## src/rtl/trng_pkg.sv

```systemverilog
// Shared types and defaults for the ring-oscillator TRNG sequencer.
package trng_pkg;

    typedef enum logic [2:0] {
        ST_IDLE,
        ST_WARMUP,
        ST_SAMPLE,
        ST_HOLD,
        ST_FAIL
    } state_e;

    localparam int DEF_WARMUP_CYC = 64;
    localparam int DEF_SAMPLE_DIV = 8;
    localparam int DEF_RCT_LIMIT  = 32;
    localparam int BYTE_W         = 8;

    // Von Neumann pair: {accept, bit}; 10 -> 1, 01 -> 0, equal pairs rejected.
    function automatic logic [1:0] vn_debias(input logic first, input logic second);
        return {first ^ second, first};
    endfunction

endpackage

```

## src/rtl/trng_if.sv

```systemverilog
// Byte delivery channel (valid/ready) from the TRNG sequencer to its consumer.
interface trng_if;
    import trng_pkg::*;

    logic [BYTE_W-1:0] rnd_data;
    logic              rnd_valid;
    logic              rnd_ready;

    modport master (output rnd_data, output rnd_valid, input  rnd_ready);
    modport slave  (input  rnd_data, input  rnd_valid, output rnd_ready);
endinterface

```

## src/rtl/sync_2ff.sv

```systemverilog
// Two-flop synchronizer bringing the free-running oscillator output into clk.
module sync_2ff (
    input  logic clk,
    input  logic rst_n,
    input  logic d_i,
    output logic q_o
);

    logic [1:0] sync_q;

    always_ff @(posedge clk or negedge rst_n) begin
        if (!rst_n) sync_q <= 2'b00;
        else        sync_q <= {sync_q[0], d_i};
    end

    assign q_o = sync_q[1];

endmodule

```

## src/rtl/trng_ctrl.sv

```systemverilog
// Ring-oscillator TRNG sequencer: warm-up, divided sampling, Von Neumann debias,
// repetition-count health test and valid/ready byte delivery.
module trng_ctrl
    import trng_pkg::*;
#(
    parameter int WARMUP_CYC = DEF_WARMUP_CYC,
    parameter int SAMPLE_DIV = DEF_SAMPLE_DIV,
    parameter int RCT_LIMIT  = DEF_RCT_LIMIT
) (
    input  logic          clk,
    input  logic          rst_n,
    input  logic          start,
    input  logic          ro_in,
    output logic          ro_activate,
    output logic          health_fail,
    output logic          busy,
    trng_if.master        rnd
);

    localparam int WARM_W = $clog2(WARMUP_CYC + 1);
    localparam int TICK_W = $clog2(SAMPLE_DIV + 1);
    localparam int RCT_W  = $clog2(RCT_LIMIT + 1);
    localparam int CNT_W  = $clog2(BYTE_W + 1);

    state_e              state_q;
    logic [WARM_W-1:0]   warm_q;
    logic [TICK_W-1:0]   tick_q;
    logic [RCT_W-1:0]    rct_q;
    logic [CNT_W-1:0]    nbits_q;
    logic [BYTE_W-1:0]   part_q, park_q, data_q;
    logic                last_raw_q, have_first_q, first_q;
    logic                valid_q, act_q, fail_q, busy_q;

    logic                ro_s;
    logic                sample_now, rct_trip, take, byte_done;
    logic [1:0]          vn;
    logic [RCT_W-1:0]    rct_d;
    logic [BYTE_W-1:0]   byte_d;

    sync_2ff u_sync (
        .clk   (clk),
        .rst_n (rst_n),
        .d_i   (ro_in),
        .q_o   (ro_s)
    );

    assign take       = valid_q & rnd.rnd_ready;
    assign sample_now = (state_q == ST_SAMPLE) && (tick_q == TICK_W'(SAMPLE_DIV - 1));
    // rct_q == 0 marks "no sample yet in this run", so the first sample starts a run of 1.
    assign rct_d      = (rct_q == '0 || ro_s != last_raw_q) ? RCT_W'(1) : rct_q + RCT_W'(1);
    assign rct_trip   = sample_now && (rct_d == RCT_W'(RCT_LIMIT));
    assign vn         = vn_debias(first_q, ro_s);
    assign byte_d     = {part_q[BYTE_W-2:0], vn[0]};
    assign byte_done  = vn[1] && (nbits_q == CNT_W'(BYTE_W - 1));

    always_ff @(posedge clk or negedge rst_n) begin
        if (!rst_n) begin
            state_q      <= ST_IDLE;
            warm_q       <= '0;
            tick_q       <= '0;
            rct_q        <= '0;
            nbits_q      <= '0;
            part_q       <= '0;
            park_q       <= '0;
            data_q       <= '0;
            last_raw_q   <= 1'b0;
            have_first_q <= 1'b0;
            first_q      <= 1'b0;
            valid_q      <= 1'b0;
            act_q        <= 1'b0;
            fail_q       <= 1'b0;
            busy_q       <= 1'b0;
        end else begin
            if (take) valid_q <= 1'b0;
            case (state_q)
                ST_IDLE: begin
                    // Scrubbing here discards partial/parked bytes from any aborted run.
                    warm_q       <= '0;
                    tick_q       <= '0;
                    rct_q        <= '0;
                    nbits_q      <= '0;
                    part_q       <= '0;
                    park_q       <= '0;
                    have_first_q <= 1'b0;
                    first_q      <= 1'b0;
                    last_raw_q   <= 1'b0;
                    if (start) begin
                        state_q <= ST_WARMUP;
                        act_q   <= 1'b1;
                        busy_q  <= 1'b1;
                    end
                end
                ST_WARMUP: begin
                    if (!start) begin
                        state_q <= ST_IDLE;
                        act_q   <= 1'b0;
                        busy_q  <= 1'b0;
                    end else if (warm_q == WARM_W'(WARMUP_CYC - 1)) begin
                        state_q <= ST_SAMPLE;
                    end else begin
                        warm_q <= warm_q + WARM_W'(1);
                    end
                end
                ST_SAMPLE: begin
                    if (!start) begin
                        state_q <= ST_IDLE;
                        act_q   <= 1'b0;
                        busy_q  <= 1'b0;
                    end else begin
                        tick_q <= sample_now ? '0 : tick_q + TICK_W'(1);
                        if (sample_now) begin
                            last_raw_q <= ro_s;
                            rct_q      <= rct_d;
                            if (rct_trip) begin
                                state_q <= ST_FAIL;
                                fail_q  <= 1'b1;
                                act_q   <= 1'b0;
                                valid_q <= 1'b0;
                            end else if (!have_first_q) begin
                                have_first_q <= 1'b1;
                                first_q      <= ro_s;
                            end else begin
                                have_first_q <= 1'b0;
                                if (byte_done) begin
                                    nbits_q <= '0;
                                    part_q  <= '0;
                                    if (!valid_q || take) begin
                                        data_q  <= byte_d;
                                        valid_q <= 1'b1;
                                    end else begin
                                        park_q  <= byte_d;
                                        state_q <= ST_HOLD;
                                    end
                                end else if (vn[1]) begin
                                    part_q  <= byte_d;
                                    nbits_q <= nbits_q + CNT_W'(1);
                                end
                            end
                        end
                    end
                end
                ST_HOLD: begin
                    if (!start) begin
                        state_q <= ST_IDLE;
                        act_q   <= 1'b0;
                        busy_q  <= 1'b0;
                    end else if (take) begin
                        data_q  <= park_q;
                        valid_q <= 1'b1;
                        state_q <= ST_SAMPLE;
                    end
                end
                ST_FAIL: begin
                    valid_q <= 1'b0;
                    if (!start) begin
                        state_q <= ST_IDLE;
                        fail_q  <= 1'b0;
                        busy_q  <= 1'b0;
                    end
                end
                default: begin
                    state_q <= ST_IDLE;
                    act_q   <= 1'b0;
                    busy_q  <= 1'b0;
                end
            endcase
        end
    end

    assign ro_activate   = act_q;
    assign health_fail   = fail_q;
    assign busy          = busy_q;
    assign rnd.rnd_data  = data_q;
    assign rnd.rnd_valid = valid_q;

endmodule

```

## src/flat_wrapper.sv

```systemverilog
// flat-port wrapper written by rule: the top's interface ports become plain ports
module trng_ctrl_flat import trng_pkg::*;
#(
    parameter int WARMUP_CYC = DEF_WARMUP_CYC,
    parameter int SAMPLE_DIV = DEF_SAMPLE_DIV,
    parameter int RCT_LIMIT  = DEF_RCT_LIMIT
)
  (clk, rst_n, start, ro_in, ro_activate, health_fail, busy, rnd_rnd_data, rnd_rnd_valid, rnd_rnd_ready);
  trng_if rnd_i ();
  input  logic clk;
  input  logic rst_n;
  input  logic start;
  input  logic ro_in;
  output logic ro_activate;
  output logic health_fail;
  output logic busy;
  output wire logic [$bits(rnd_i.rnd_data)-1:0] rnd_rnd_data;
  output wire logic [$bits(rnd_i.rnd_valid)-1:0] rnd_rnd_valid;
  input wire logic [$bits(rnd_i.rnd_ready)-1:0] rnd_rnd_ready;
  assign rnd_rnd_data = rnd_i.rnd_data;
  assign rnd_rnd_valid = rnd_i.rnd_valid;
  assign rnd_i.rnd_ready = rnd_rnd_ready;
  trng_ctrl #(.WARMUP_CYC(WARMUP_CYC), .SAMPLE_DIV(SAMPLE_DIV), .RCT_LIMIT(RCT_LIMIT)) u_core (.clk(clk), .rst_n(rst_n), .start(start), .ro_in(ro_in), .ro_activate(ro_activate), .health_fail(health_fail), .busy(busy), .rnd(rnd_i));
endmodule
```

## config.mk

```make
export PLATFORM = sky130hd
export DESIGN_NAME = trng_ctrl_flat
export DESIGN_NICKNAME = d
export VERILOG_FILES = /design/src/rtl/trng_pkg.sv /design/src/rtl/trng_if.sv /design/src/rtl/sync_2ff.sv /design/src/rtl/trng_ctrl.sv /design/src/flat_wrapper.sv
export SDC_FILE = /design/constraint.sdc
export NUM_CORES = 1
export LEC_CHECK = 0
export CORE_MARGIN = 2
export CORE_UTILIZATION = 55
export DETAILED_ROUTE_END_ITERATION = 6
export GPL_ROUTABILITY_DRIVEN = 0
export MAX_ROUTING_LAYER = met4
export PLACE_DENSITY = 0.79
export SYNTH_ARGS = -nofsm -noshare
export SYNTH_HDL_FRONTEND = slang
export SYNTH_SLANG_ARGS = --single-unit
```

## constraint.sdc

```tcl
create_clock -name clk -period 2.87 [get_ports clk]
set_input_delay 0.287 -clock clk [delete_from_list [all_inputs] [get_ports clk]]
set_output_delay 0.287 -clock clk [all_outputs]
set_load 0.005 [all_outputs]
```

==> results of run 1 <==
==> sequential cells by signal, indices dropped and copies added, names as in the netlist, 2 cells and up <==
register / flops
u_core.warm_q: 7
u_core.part_q: 7
u_core.u_sync.sync_q: 2
u_core.rct_q: 6
u_core.rnd.rnd_data: 8
u_core.state_q: 3
u_core.nbits_q: 4
u_core.park_q: 8
u_core.tick_q: 4
==> kinds of logic after synthesis <==
logic type	after synthesis	synth area share, %
mux	20	7.113
compound gates	78	17.87
flops	56	46.86
fa+ha+maj	5	2.092
simple gates	112	19.58
buf+inv	29	4.435
xor+xnor	7	2.050
==> stage by stage <==
stage	utilization, %	total power [µW]	setup slack, ns	hold slack (ns)
6_report	64.88	1530	0.3572	0.3997
5_1_grt	64.88	1596	0.2575	0.4001
4_1_cts	64.88	1534	0.3757	0.3977
3_5_place_dp	62.92	1089	0.3949	0.2276
3_3_place_gp	62.92	1084	0.4776	0.2335
2_1_floorplan	-	993.6	0.5824	-0.008591
==> worst max-delay path: cells and delay by family (launching register included) <==
kind | cells | cell delay, ns
adders and majority gates | 1 | 0.27
and+or+nand+nor | 2 | 0.54
muxes | 1 | 0.36
DFF | 1 | 0.45
AOI/OAI and AO/OA | 2 | 0.78
==> area by class of cell <==
| cell class | instances | area [µm²] | share of cell area (%) |
|---|---|---|---|
| clock buffers | 5 | 68.82 | 2.051 |
| flip-flops and latches | 56 | 1401 | 41.76 |
| inverters | 17 | 63.81 | 1.902 |
| multi-input cells | 222 | 1456 | 43.40 |
| well taps | 70 | 87.58 | 2.610 |
| clock inverters | 3 | 22.52 | 0.6711 |
| repair buffers | 29 | 255.2 | 7.606 |
==> where the power goes <==
group / internal, µW / switching, µW / leakage, µW
Sequential: 812 / 25.7 / 0.000768
Combinational: 99.4 / 140 / 0.000677
Clock: 176 / 277 / 0.0000485
Total: 1090 / 443 / 0.00149
==> placed cells by master (no fill, tap or decap), drive strengths merged, types with 2 or more instances in the layout <==
cell / n
o211ai: 2
a21boi: 2
nor4: 2
nand3b: 5
xnor2: 6
mux2i: 10
a21bo: 5
or3: 4
clkdlybuf4s50: 15
a21o: 2
o31ai: 3
nand2: 38
nor3: 3
o22a: 2
nor2b: 4
and3b: 3
and3: 3
ha: 5
or2: 3
clkinv: 2
clkbuf: 5
a22o: 6
mux2: 10
nand3: 9
dfrtp: 56
nand4: 11
o21ai: 23
inv: 18
nor2: 19
buf: 13
nand2b: 3
o2bb2ai: 2
a21oi: 19
==> worst min-delay path by stage <==
| stage | from | endpoint | slack, ns | cells after the start |
|---|---|---|---|---|
| 6_report | u_core.u_sync.sync_q[0] | u_core.u_sync.sync_q[1] | 0.40 | 0 |
| 5_1_grt | ro_in | u_core.u_sync.sync_q[0] | 0.40 | 1 |
| 4_1_cts | u_core.u_sync.sync_q[0] | u_core.u_sync.sync_q[1] | 0.40 | 0 |
| 3_5_place_dp | rst_n | u_core.warm_q[2] | 0.23 | 1 |
| 3_3_place_gp | rst_n | u_core.warm_q[2] | 0.23 | 1 |
| 2_1_floorplan | rst_n | u_core.busy | -0.009 | 0 |
==> metal layers <==
metal	vias up	routed length, µm	GRT usage (%)
met2	53	2790	33.79
met4	0	106	8.036
met3	11	223	4.651
li1	1154	-	-
met5	-	0	-
met1	1143	2971	30.49
==> repair_timing <==
action | 4_1_cts | 5_1_grt
endpoints found under the hold margin | 15 | 0
hold buffers | 1 | 0
buffers inserted | 0 | 0
==> results.md, run 1 <==
- Outcome: finished clean
- Post_cts resized: 0
- Initial antenna violation count: 0
- Vias in the first global route: 2235
- Crit Path Class: reg -> reg
- Cell Area, Synth: 2990 µm²
- Remaining Overflow, GRT: 0
- Post-route DRC: 0
- Area after DPL: 3254 µm²
- Top cells by area, synth: dfrtp_1, nand2_1, mux2_2, o21ai_0, mux2i_1
- Root buffer cell: clkbuf_8
- Io pins: 17
- CTS tree: yes
- Final #Nets: 341
- Critical path's slowest cell: a2111o_1
- P_leak: 0.001493 µW
- Largest net degree at the start of global routing: 23
- Die Height: 77.74 µm
- Synth-to-layout area growth: 12.22%
- Arr. time, crit path: 2.73 ns
- Crit end category: flop
- Setup crit end: u_core.rnd.rnd_data[6]
- Skew final: 0.008704 ns
- Worst-Margin Slew: 0.8908 ns
- YS warnings: 0
- Critical Path Source: u_core.rct_q[0]
- GRT Total Usage: 22.51%
- Asr flop ratio synth: 100.0%
- Layout Cells excl Fill: 402
- MaxCap Viol Count: 0
- Layout fillers: 439
- Commonest cells post-synth: dfrtp_1, nand2_1, o21ai_0, nor2_1, a21oi_1
- Critical-path cell list: ha_1 > or2_2 > a211o_1 > a2111o_1 > nand2_2 > mux2_2
- Top-count cell post-synth: dfrtp_1
- Initial drt markers: 118
- H-tree depth: 2
- Setup tns final: 0 ns
- Max VDD drop: 304.7 µV
- Number of enable flip-flop cells after synthesis: 0
- Post-synthesis register bit count: 56
- Total core area: 5172 µm²
- Power Density: 455.8 nW/µm²
- Fmax: 398.0 MHz
- Post-synthesis sequential area ratio: 46.86%
- CP Launch Type: flop
- Synth cell types: 56
- RSZ-0062 raised after global routing: no
- Port Buffer Count: 16
- First-pass GRT wire length: 10570 µm
- Die Area: 6043 µm²
- Worst R2R Path Depth: 6
- Period minus WS final: 2.513 ns
- RR Endpoint: u_core.rnd.rnd_data[6]
- Most used DFF post-synth: dfrtp_1
- Skew-Pair Late Insertion Delay: 0.32 ns
- Clk slew on worst S/H paths: 0.11 ns
- Worst-path maximum fanout: 8
- Drt wl/cell: 15.15 µm
- Worst R2R Start: u_core.rct_q[0]
- Initial Util: 57.81%
- CTS max path bufs: 2
- Routed vias: 2361
- Final Cell Area: 3356 µm²
- Drt via density: 5.873
- Die Wd: 77.74 µm
- First-pass DRT Iterations: 4
- Max incr delay on CP: 0.53 ns
- Final period util: 87.56%
- Yosys top cell area share: 46.86%
- DP Wirelength: 4237 µm
- Cells after Synth: 307
- Row cnt: 26
- Hold crit path type: reg -> reg
- Largest area contributor in the netlist: dfrtp_1
- Post-route ant nets: 0
- Slew HR: 40.11%
- CTS Buf Count: 5
- Layout cells sized above 1: 13.86%
- Critical Path RT: 3.08 ns
- Clk sinks: 56
- Ant. Diodes: 0
- Reg2reg setup slack: 0.36 ns
- Mapped Nets: 317
- Syn Area/Cell: 9.741 µm²
- Placed Instances: 393
- Final WL: 6091 µm
- Max-slew violations: 0
- Final hold violation count: 0
- Final count of negative-setup-slack endpoints: 0
Note: power is estimated with default switching activity, not from simulation.
==> inputs of run 2 (changes only) <==
- ABC_AREA: not set -> 1
- SKIP_LAST_GASP: not set -> 1
==> run 2 against run 1 <==
Effect of this change: sequential power grew 13%; combinational power grew to 3.6 times the previous value; sequential cell count stayed put; non-clock buffer count down 12; worst hold slack got worse by 0.32 ns; cell count grew 18%; area after synthesis up 1.8%; via count grew 8.1%; highest routed layer unchanged.
==> results.md, run 2 <==
- Final period util: 81.83% (was 87.56%)
- Asr flop ratio synth: 100.0% (unchanged)
- Routed vias: 2552 (was 2361)
- Layout cells sized above 1: 9.453% (was 13.86%)
- Skew-Pair Late Insertion Delay: 0.32 ns (about the same)
- Initial drt markers: 145 (was 118)
- Largest net degree at the start of global routing: 57 (was 23)
- Critical path's slowest cell: dfrtp_1 (was a2111o_1)
- Post-route DRC: 0 (unchanged)
- CTS Buf Count: 5 (unchanged)
- Yosys top cell area share: 46.05% (was 46.86%)
- P_leak: 0.001559 µW (was 0.001493 µW)
- Clk sinks: 56 (unchanged)
- Final hold violation count: 0 (unchanged)
- Max-slew violations: 0 (unchanged)
- Most used DFF post-synth: dfrtp_1 (unchanged)
- Final WL: 5970 µm (was 6091 µm)
- Critical Path RT: 3.13 ns (was 3.08 ns)
- Met3 Wirelength: 221 µm (was 223 µm)
- RR Endpoint: u_core.park_q[4] (was u_core.rnd.rnd_data[6])
- Post_cts resized: 0 (unchanged)
- Top-count cell post-synth: nand2_1 (was dfrtp_1)
- Final Cell Area: 3346 µm² (was 3356 µm²)
- GRT Total Usage: 22.46% (was 22.51%)
- Top Metal Used: met4 (unchanged)
- Die Height: 78.38 µm (was 77.74 µm)
- Syn Area/Cell: 7.945 µm² (was 9.741 µm²)
- Cells after Synth: 383 (was 307)
- Wl on met1: 2846 µm (was 2971 µm)
- Commonest cells post-synth: nand2_1, dfrtp_1, inv_1, nand3_1, o21ai_0 (was dfrtp_1, nand2_1, o21ai_0, nor2_1, a21oi_1)
- Port Buffer Count: 16 (unchanged)
- Crit end category: flop (unchanged)
- RSZ-0062 raised after global routing: no (unchanged)
- CTS Hold Bufs: 0 (was 1)
- Final count of negative-setup-slack endpoints: 0 (unchanged)
- Die Wd: 78.38 µm (was 77.74 µm)
- Initial Util: 55.95% (was 57.81%)
- Ant. Diodes: 0 (unchanged)
- Most used cell along the critical path: nand2_1
- Remaining Overflow, GRT: 0 (unchanged)
- Max VDD drop: 396.7 µV (was 304.7 µV)
- Post-route ant nets: 0 (unchanged)
- Skew final: 0.01405 ns (was 0.008704 ns)
- Area after DPL: 3251 µm² (was 3254 µm²)
- Row cnt: 27 (was 26)
- Final #Nets: 411 (was 341)
- Worst R2R Start: u_core.tick_q[0] (was u_core.rct_q[0])
- Slew HR: 54.01% (was 40.11%)
- H-tree depth: 2 (unchanged)
- CP top delay family: simple AND/OR/NAND/NOR gates (was compound AO/OA/AOI/OAI gates)
- First-pass GRT wire length: 10720 µm (was 10570 µm)
- Initial antenna violation count: 0 (unchanged)
- YS warnings: 0 (unchanged)
- Setup tns final: 0 ns (unchanged)
- Die Area: 6143 µm² (was 6043 µm²)
- Max incr delay on CP: 0.40 ns (was 0.53 ns)
- Arr. time, crit path: 2.61 ns (was 2.73 ns)
- First-pass DRT Iterations: 5 (was 4)
- Hold slack: 0.08216 ns (was 0.3997 ns)
- Vias in the first global route: 2433 (was 2235)
- Mapped Nets: 393 (was 317)
- Drt wl/cell: 12.59 µm (was 15.15 µm)
- Hold crit path type: in -> async (was reg -> reg)
- DP Wirelength: 4448 µm (was 4237 µm)
- Most frequent cells in the layout: nand2_1, dfrtp_1, inv_1, nand3_1, o21ai_0 (was dfrtp_1, nand2_1, o21ai_0, nor2_1, a21oi_1)
- Worst-path maximum fanout: 21 (was 8)
- Worst-Margin Slew: 0.6899 ns (was 0.8908 ns)
- Top cells by area, synth: dfrtp_1, nand2_1, nand3_1, inv_1, o21ai_0 (was dfrtp_1, nand2_1, mux2_2, o21ai_0, mux2i_1)
- CP Launch Type: flop (unchanged)
- CP Depth: 11 (was 6)
- CTS max path bufs: 2 (unchanged)
- Io pins: 17 (unchanged)
- Total core area: 5439 µm² (was 5172 µm²)
- Drt via density: 5.384 (was 5.873)
- Crit Path Class: reg -> reg (unchanged)
- Post-synthesis register bit count: 56 (unchanged)
- Critical-path cell list: ha_1 > nand3_1 > nor2_4 > nand3_1 > nor2_2 > nand3_2 > nand2_1 > inv_2 > nand2_2 > nand2_1 > nand2_1 (was ha_1 > or2_2 > a211o_1 > a2111o_1 > nand2_2 > mux2_2)
- Synth-to-layout area growth: 9.951% (was 12.22%)
- Outcome: finished clean (unchanged)
- Root buffer cell: clkbuf_8 (unchanged)
- Power Density: 673.4 nW/µm² (was 455.8 nW/µm²)
- CTS tree: yes (unchanged)
- CP bufs+invs: 1 (was 0)
- MaxCap Viol Count: 0 (unchanged)
- Final Util: 61.51% (was 64.88%)
- Clk slew on worst S/H paths: 0.11 ns (about the same)
- Most common cell after layout, fill and taps aside: nand2_1 (was dfrtp_1)
- Postcts setup bufs: 0 (unchanged)
- Number of enable flip-flop cells after synthesis: 0 (unchanged)
- Synth cell types: 37 (was 56)
- Post-synthesis sequential area ratio: 46.05% (was 46.86%)
- Worst R2R Path Depth: 11 (was 6)
- Met2 wire len: 2836 µm (was 2790 µm)
- Period minus WS final: 2.348 ns (was 2.513 ns)
- Largest area contributor in the netlist: dfrtp_1 (unchanged)
- Cell Area, Synth: 3043 µm² (was 2990 µm²)
- Reg2reg setup slack: 0.52 ns (was 0.36 ns)
- Fmax: 425.8 MHz (was 398.0 MHz)
## run 2: cell count changes after synthesis, moves of 6 or more
cell,change
a21oi_1,-13
inv_1,+27
inv_2,+7
mux2_2,-10
mux2i_1,-10
nand2_1,+66
nand3_1,+28
nand4_1,+6
nor2_1,+6
o21ai_0,+9
## run 2: stage by stage
stage,setup slack [ns],std cells,total power (µW)
global route,0.2867,474,2425
CTS,0.5380,474,2260
finish,0.5215,474,2253
floorplan,1.117,383,1619
detailed placement,0.5488,466,1824
global placement,0.6466,466,1795
## run 2: worst max path at each step
stage	slack, ns	startpoint	to
finish	0.52	u_core.tick_q[0]	u_core.park_q[4]
global route	0.29	u_core.tick_q[0]	u_core.park_q[0]
CTS	0.54	u_core.tick_q[0]	u_core.park_q[3]
detailed placement	0.55	u_core.tick_q[0]	u_core.park_q[4]
global placement	0.65	u_core.tick_q[0]	u_core.park_q[7]
floorplan	1.12	u_core.tick_q[0]	u_core.part_q[4]
## run 2: logic make-up (layout without fill, tap and decap cells)
logic type	after synthesis	count (layout)	share of synthesized area, %
adders and majority gates	5	5	2.056
xor gates and xnor gates	5	5	1.439
buffers and inverters	58	77	8.059
AOI/OAI and AO/OA	53	53	9.992
and+or+nand+nor	206	206	32.40
DFF	56	56	46.05
## run 2: routing by layer
layer,track usage (%),up-vias
met4,5.614,0
met5,-,-
met3,4.023,6
met1,29.73,1181
li1,-,1304
met2,36.38,61
## run 2: final cells by class
class	instances	area (µm²)
timing repair buffer	17	162.7
clock inverter	3	26.28
inverter	52	200.2
fill	455	2093
clock buffer	5	68.82
sequential	56	1401
multi-input combinational	269	1396
tap	72	90.09
## run 2: report_power, final
| group | internal, µW | leakage (µW) | switching, µW | total, µW |
|---|---|---|---|---|
| registers | 877 | 0.000763 | 72.3 | 949 |
| clock network | 178 | 0.0000487 | 268 | 446 |
| logic | 258 | 0.000747 | 599 | 858 |
==> inputs of run 3 (changes only) <==
- clock period: 2.87 -> 2.39 ns (I/O delays scaled with it)
==> run 3 against run 2 <==
Effect of this change: cell area rose by 1.5%; via count fell by 0.74%; global-route usage rose by 0.60 points; power rose by 22%; clock skew rose by 0.00091 ns; sequential cell count did not move; critical path type unchanged; critical endpoint is now u_core.park_q[7]; highest routed layer unchanged.
==> results.md, run 3 (synthesis results as in run 2) <==
- CP Launch Type: flop (unchanged)
- Clk sinks: 56 (unchanged)
- Postcts setup bufs: 0 (unchanged)
- Most frequent cells in the layout: nand2_1, dfrtp_1, inv_1, nand3_1, o21ai_0 (unchanged)
- RR Endpoint: u_core.park_q[7] (was u_core.park_q[4])
- DP Wirelength: 4705 µm (was 4448 µm)
- CTS Hold Bufs: 1 (was 0)
- Worst-Margin Slew: 0.4162 ns (was 0.6899 ns)
- WHS Path Cells: 1
- Remaining Overflow, GRT: 0 (unchanged)
- Reg2reg setup slack: 0.37 ns (was 0.52 ns)
- Vias in the first global route: 2476 (was 2433)
- Period minus WS final: 2.023 ns (was 2.348 ns)
- Die Wd: 78.38 µm (unchanged)
- Routed vias: 2533 (was 2552)
- Critical Path RT: 2.65 ns (was 3.13 ns)
- CTS tree: yes (unchanged)
- First-pass GRT wire length: 10960 µm (was 10720 µm)
- Post-route ant nets: 0 (unchanged)
- Hold crit path type: in -> reg (was in -> async)
- CTS max path bufs: 2 (unchanged)
- Die Area: 6143 µm² (unchanged)
- Arr. time, crit path: 2.28 ns (was 2.61 ns)
- Layout fillers: 489 (was 455)
- Layout Cells excl Fill: 480 (was 474)
- Worst R2R Path Depth: 11 (unchanged)
- Synth-to-layout area growth: 11.55% (was 9.951%)
- Final #Nets: 417 (was 411)
- Final Worst Setup Slack: 0.3670 ns (was 0.5215 ns)
- Crit Path Class: reg -> reg (unchanged)
- Post_cts resized: 0 (unchanged)
- Layout cells sized above 1: 10.54% (was 9.453%)
- Min-Delay Endpoint: u_core.u_sync.sync_q[0]
- Initial drt markers: 157 (was 145)
- Final Util: 62.41% (was 61.51%)
- Skew-Pair Late Insertion Delay: 0.32 ns (about the same)
- Post-route DRC: 0 (unchanged)
- Placed Instances: 471 (was 466)
- Final period util: 84.64% (was 81.83%)
- First-pass DRT Iterations: 5 (unchanged)
- Drt wl/cell: 12.85 µm (was 12.59 µm)
- H-tree depth: 2 (unchanged)
- Port Buffer Count: 16 (unchanged)
- CTS Buf Count: 5 (unchanged)
- Drt via density: 5.277 (was 5.384)
- Row cnt: 27 (unchanged)
- Clk slew on worst S/H paths: 0.10 ns (was 0.11 ns)
- Largest net degree at the start of global routing: 24 (was 57)
- Crit end category: flop (unchanged)
- Max-slew violations: 0 (unchanged)
- RSZ-0062 raised after global routing: no (unchanged)
- Initial antenna violation count: 0 (unchanged)
- Most common cell after layout, fill and taps aside: nand2_1 (unchanged)
- Final hold violation count: 0 (unchanged)
- Final WL: 6166 µm (was 5970 µm)
- Final count of negative-setup-slack endpoints: 0 (unchanged)
- Hold Crit Start: ro_in
- P_leak: 0.001584 µW (was 0.001559 µW)
- Initial Util: 55.95% (unchanged)
- Setup tns final: 0 ns (unchanged)
- Ant. Diodes: 0 (unchanged)
- Max VDD drop: 543.5 µV (was 396.7 µV)
- MaxCap Viol Count: 0 (unchanged)
- Worst R2R Start: u_core.state_q[2] (was u_core.tick_q[0])
- Die Height: 78.38 µm (unchanged)
- Worst-path maximum fanout: 16 (was 21)
- Total core area: 5439 µm² (unchanged)
- GRT Total Usage: 23.06% (was 22.46%)
- Root buffer cell: clkbuf_8 (unchanged)
- Dpl ws: 0.3212 ns (was 0.5488 ns)
- Skew final: 0.01497 ns (was 0.01405 ns)
- Power Density: 806.5 nW/µm² (was 673.4 nW/µm²)
- Io pins: 17 (unchanged)
- Outcome: finished clean (unchanged)
- Slew HR: 72.10% (was 54.01%)
- Fmax: 494.3 MHz (was 425.8 MHz)
## run 3: cell count changes in the layout (fill, tap and decap cells not counted)
| cell | previous run | this run |
|---|---|---|
| buf_4 | 1 | 6 |
| clkinv_4 | 3 | 2 |
| clkinvlp_4 | 0 | 1 |
| dlygate4sd3_1 | 0 | 1 |
| inv_6 | 1 | 0 |
| inv_8 | 0 | 1 |
## run 3: cell type report
class	instances	area [µm²]	area share, %
Sequential cell	56	1401	41.28
Multi-Input combinational cell	269	1396	41.14
Timing Repair Buffer	23	210.2	6.192
Inverter	52	200.2	5.898
Tap cell	72	90.09	2.654
Clock buffer	5	68.82	2.027
Clock inverter	3	27.53	0.8109
## run 3: layer usage
layer	vias to the layer above	GRT usage [%]	wire, µm
li1	1309	-	-
met1	1172	29.24	2904
met2	46	38.88	3012
met3	6	3.218	174
met4	0	6.842	75
met5	-	-	0
## run 3: critical path, cell delays in order (launching register included)
cell     delay [ns]
dfrtp_1        0.46
inv_2          0.14
nand3_4        0.22
nor2_4         0.20
nand3_1        0.10
nor2_2         0.13
nand3_2        0.18
nand2_1        0.14
inv_2          0.11
nand2_2        0.15
nand2_1        0.06
nand2_1        0.06
## run 3: worst max-delay path by stage
stage,to,from,cells after the start,slack [ns]
3_5_place_dp,u_core.part_q[0],start,8,0.32
5_1_grt,u_core.park_q[7],u_core.state_q[0],11,0.17
2_1_floorplan,u_core.part_q[4],u_core.tick_q[0],10,0.64
3_3_place_gp,u_core.part_q[1],start,8,0.40
6_report,u_core.park_q[7],u_core.state_q[2],11,0.37
4_1_cts,u_core.park_q[7],u_core.state_q[2],11,0.38
## run 3: stage by stage
| stage | total power [µW] | hold WS [ns] | instance area [µm²] |
|---|---|---|---|
| floorplan | 1944 | -0.05659 | 3043 |
| global route | 2948 | 0.3641 | 3395 |
| global placement | 2165 | 0.1930 | 3288 |
| CTS | 2764 | 0.3514 | 3395 |
| detailed placement | 2209 | 0.1956 | 3288 |
| finish | 2738 | 0.3599 | 3395 |
## run 3: where the power goes
part           internal [µW]  total (µW)  switching [µW]
Combinational            320        1050             733
Sequential              1050        1140            89.0
Clock                    216         543             327
Total                   1590        2740            1150
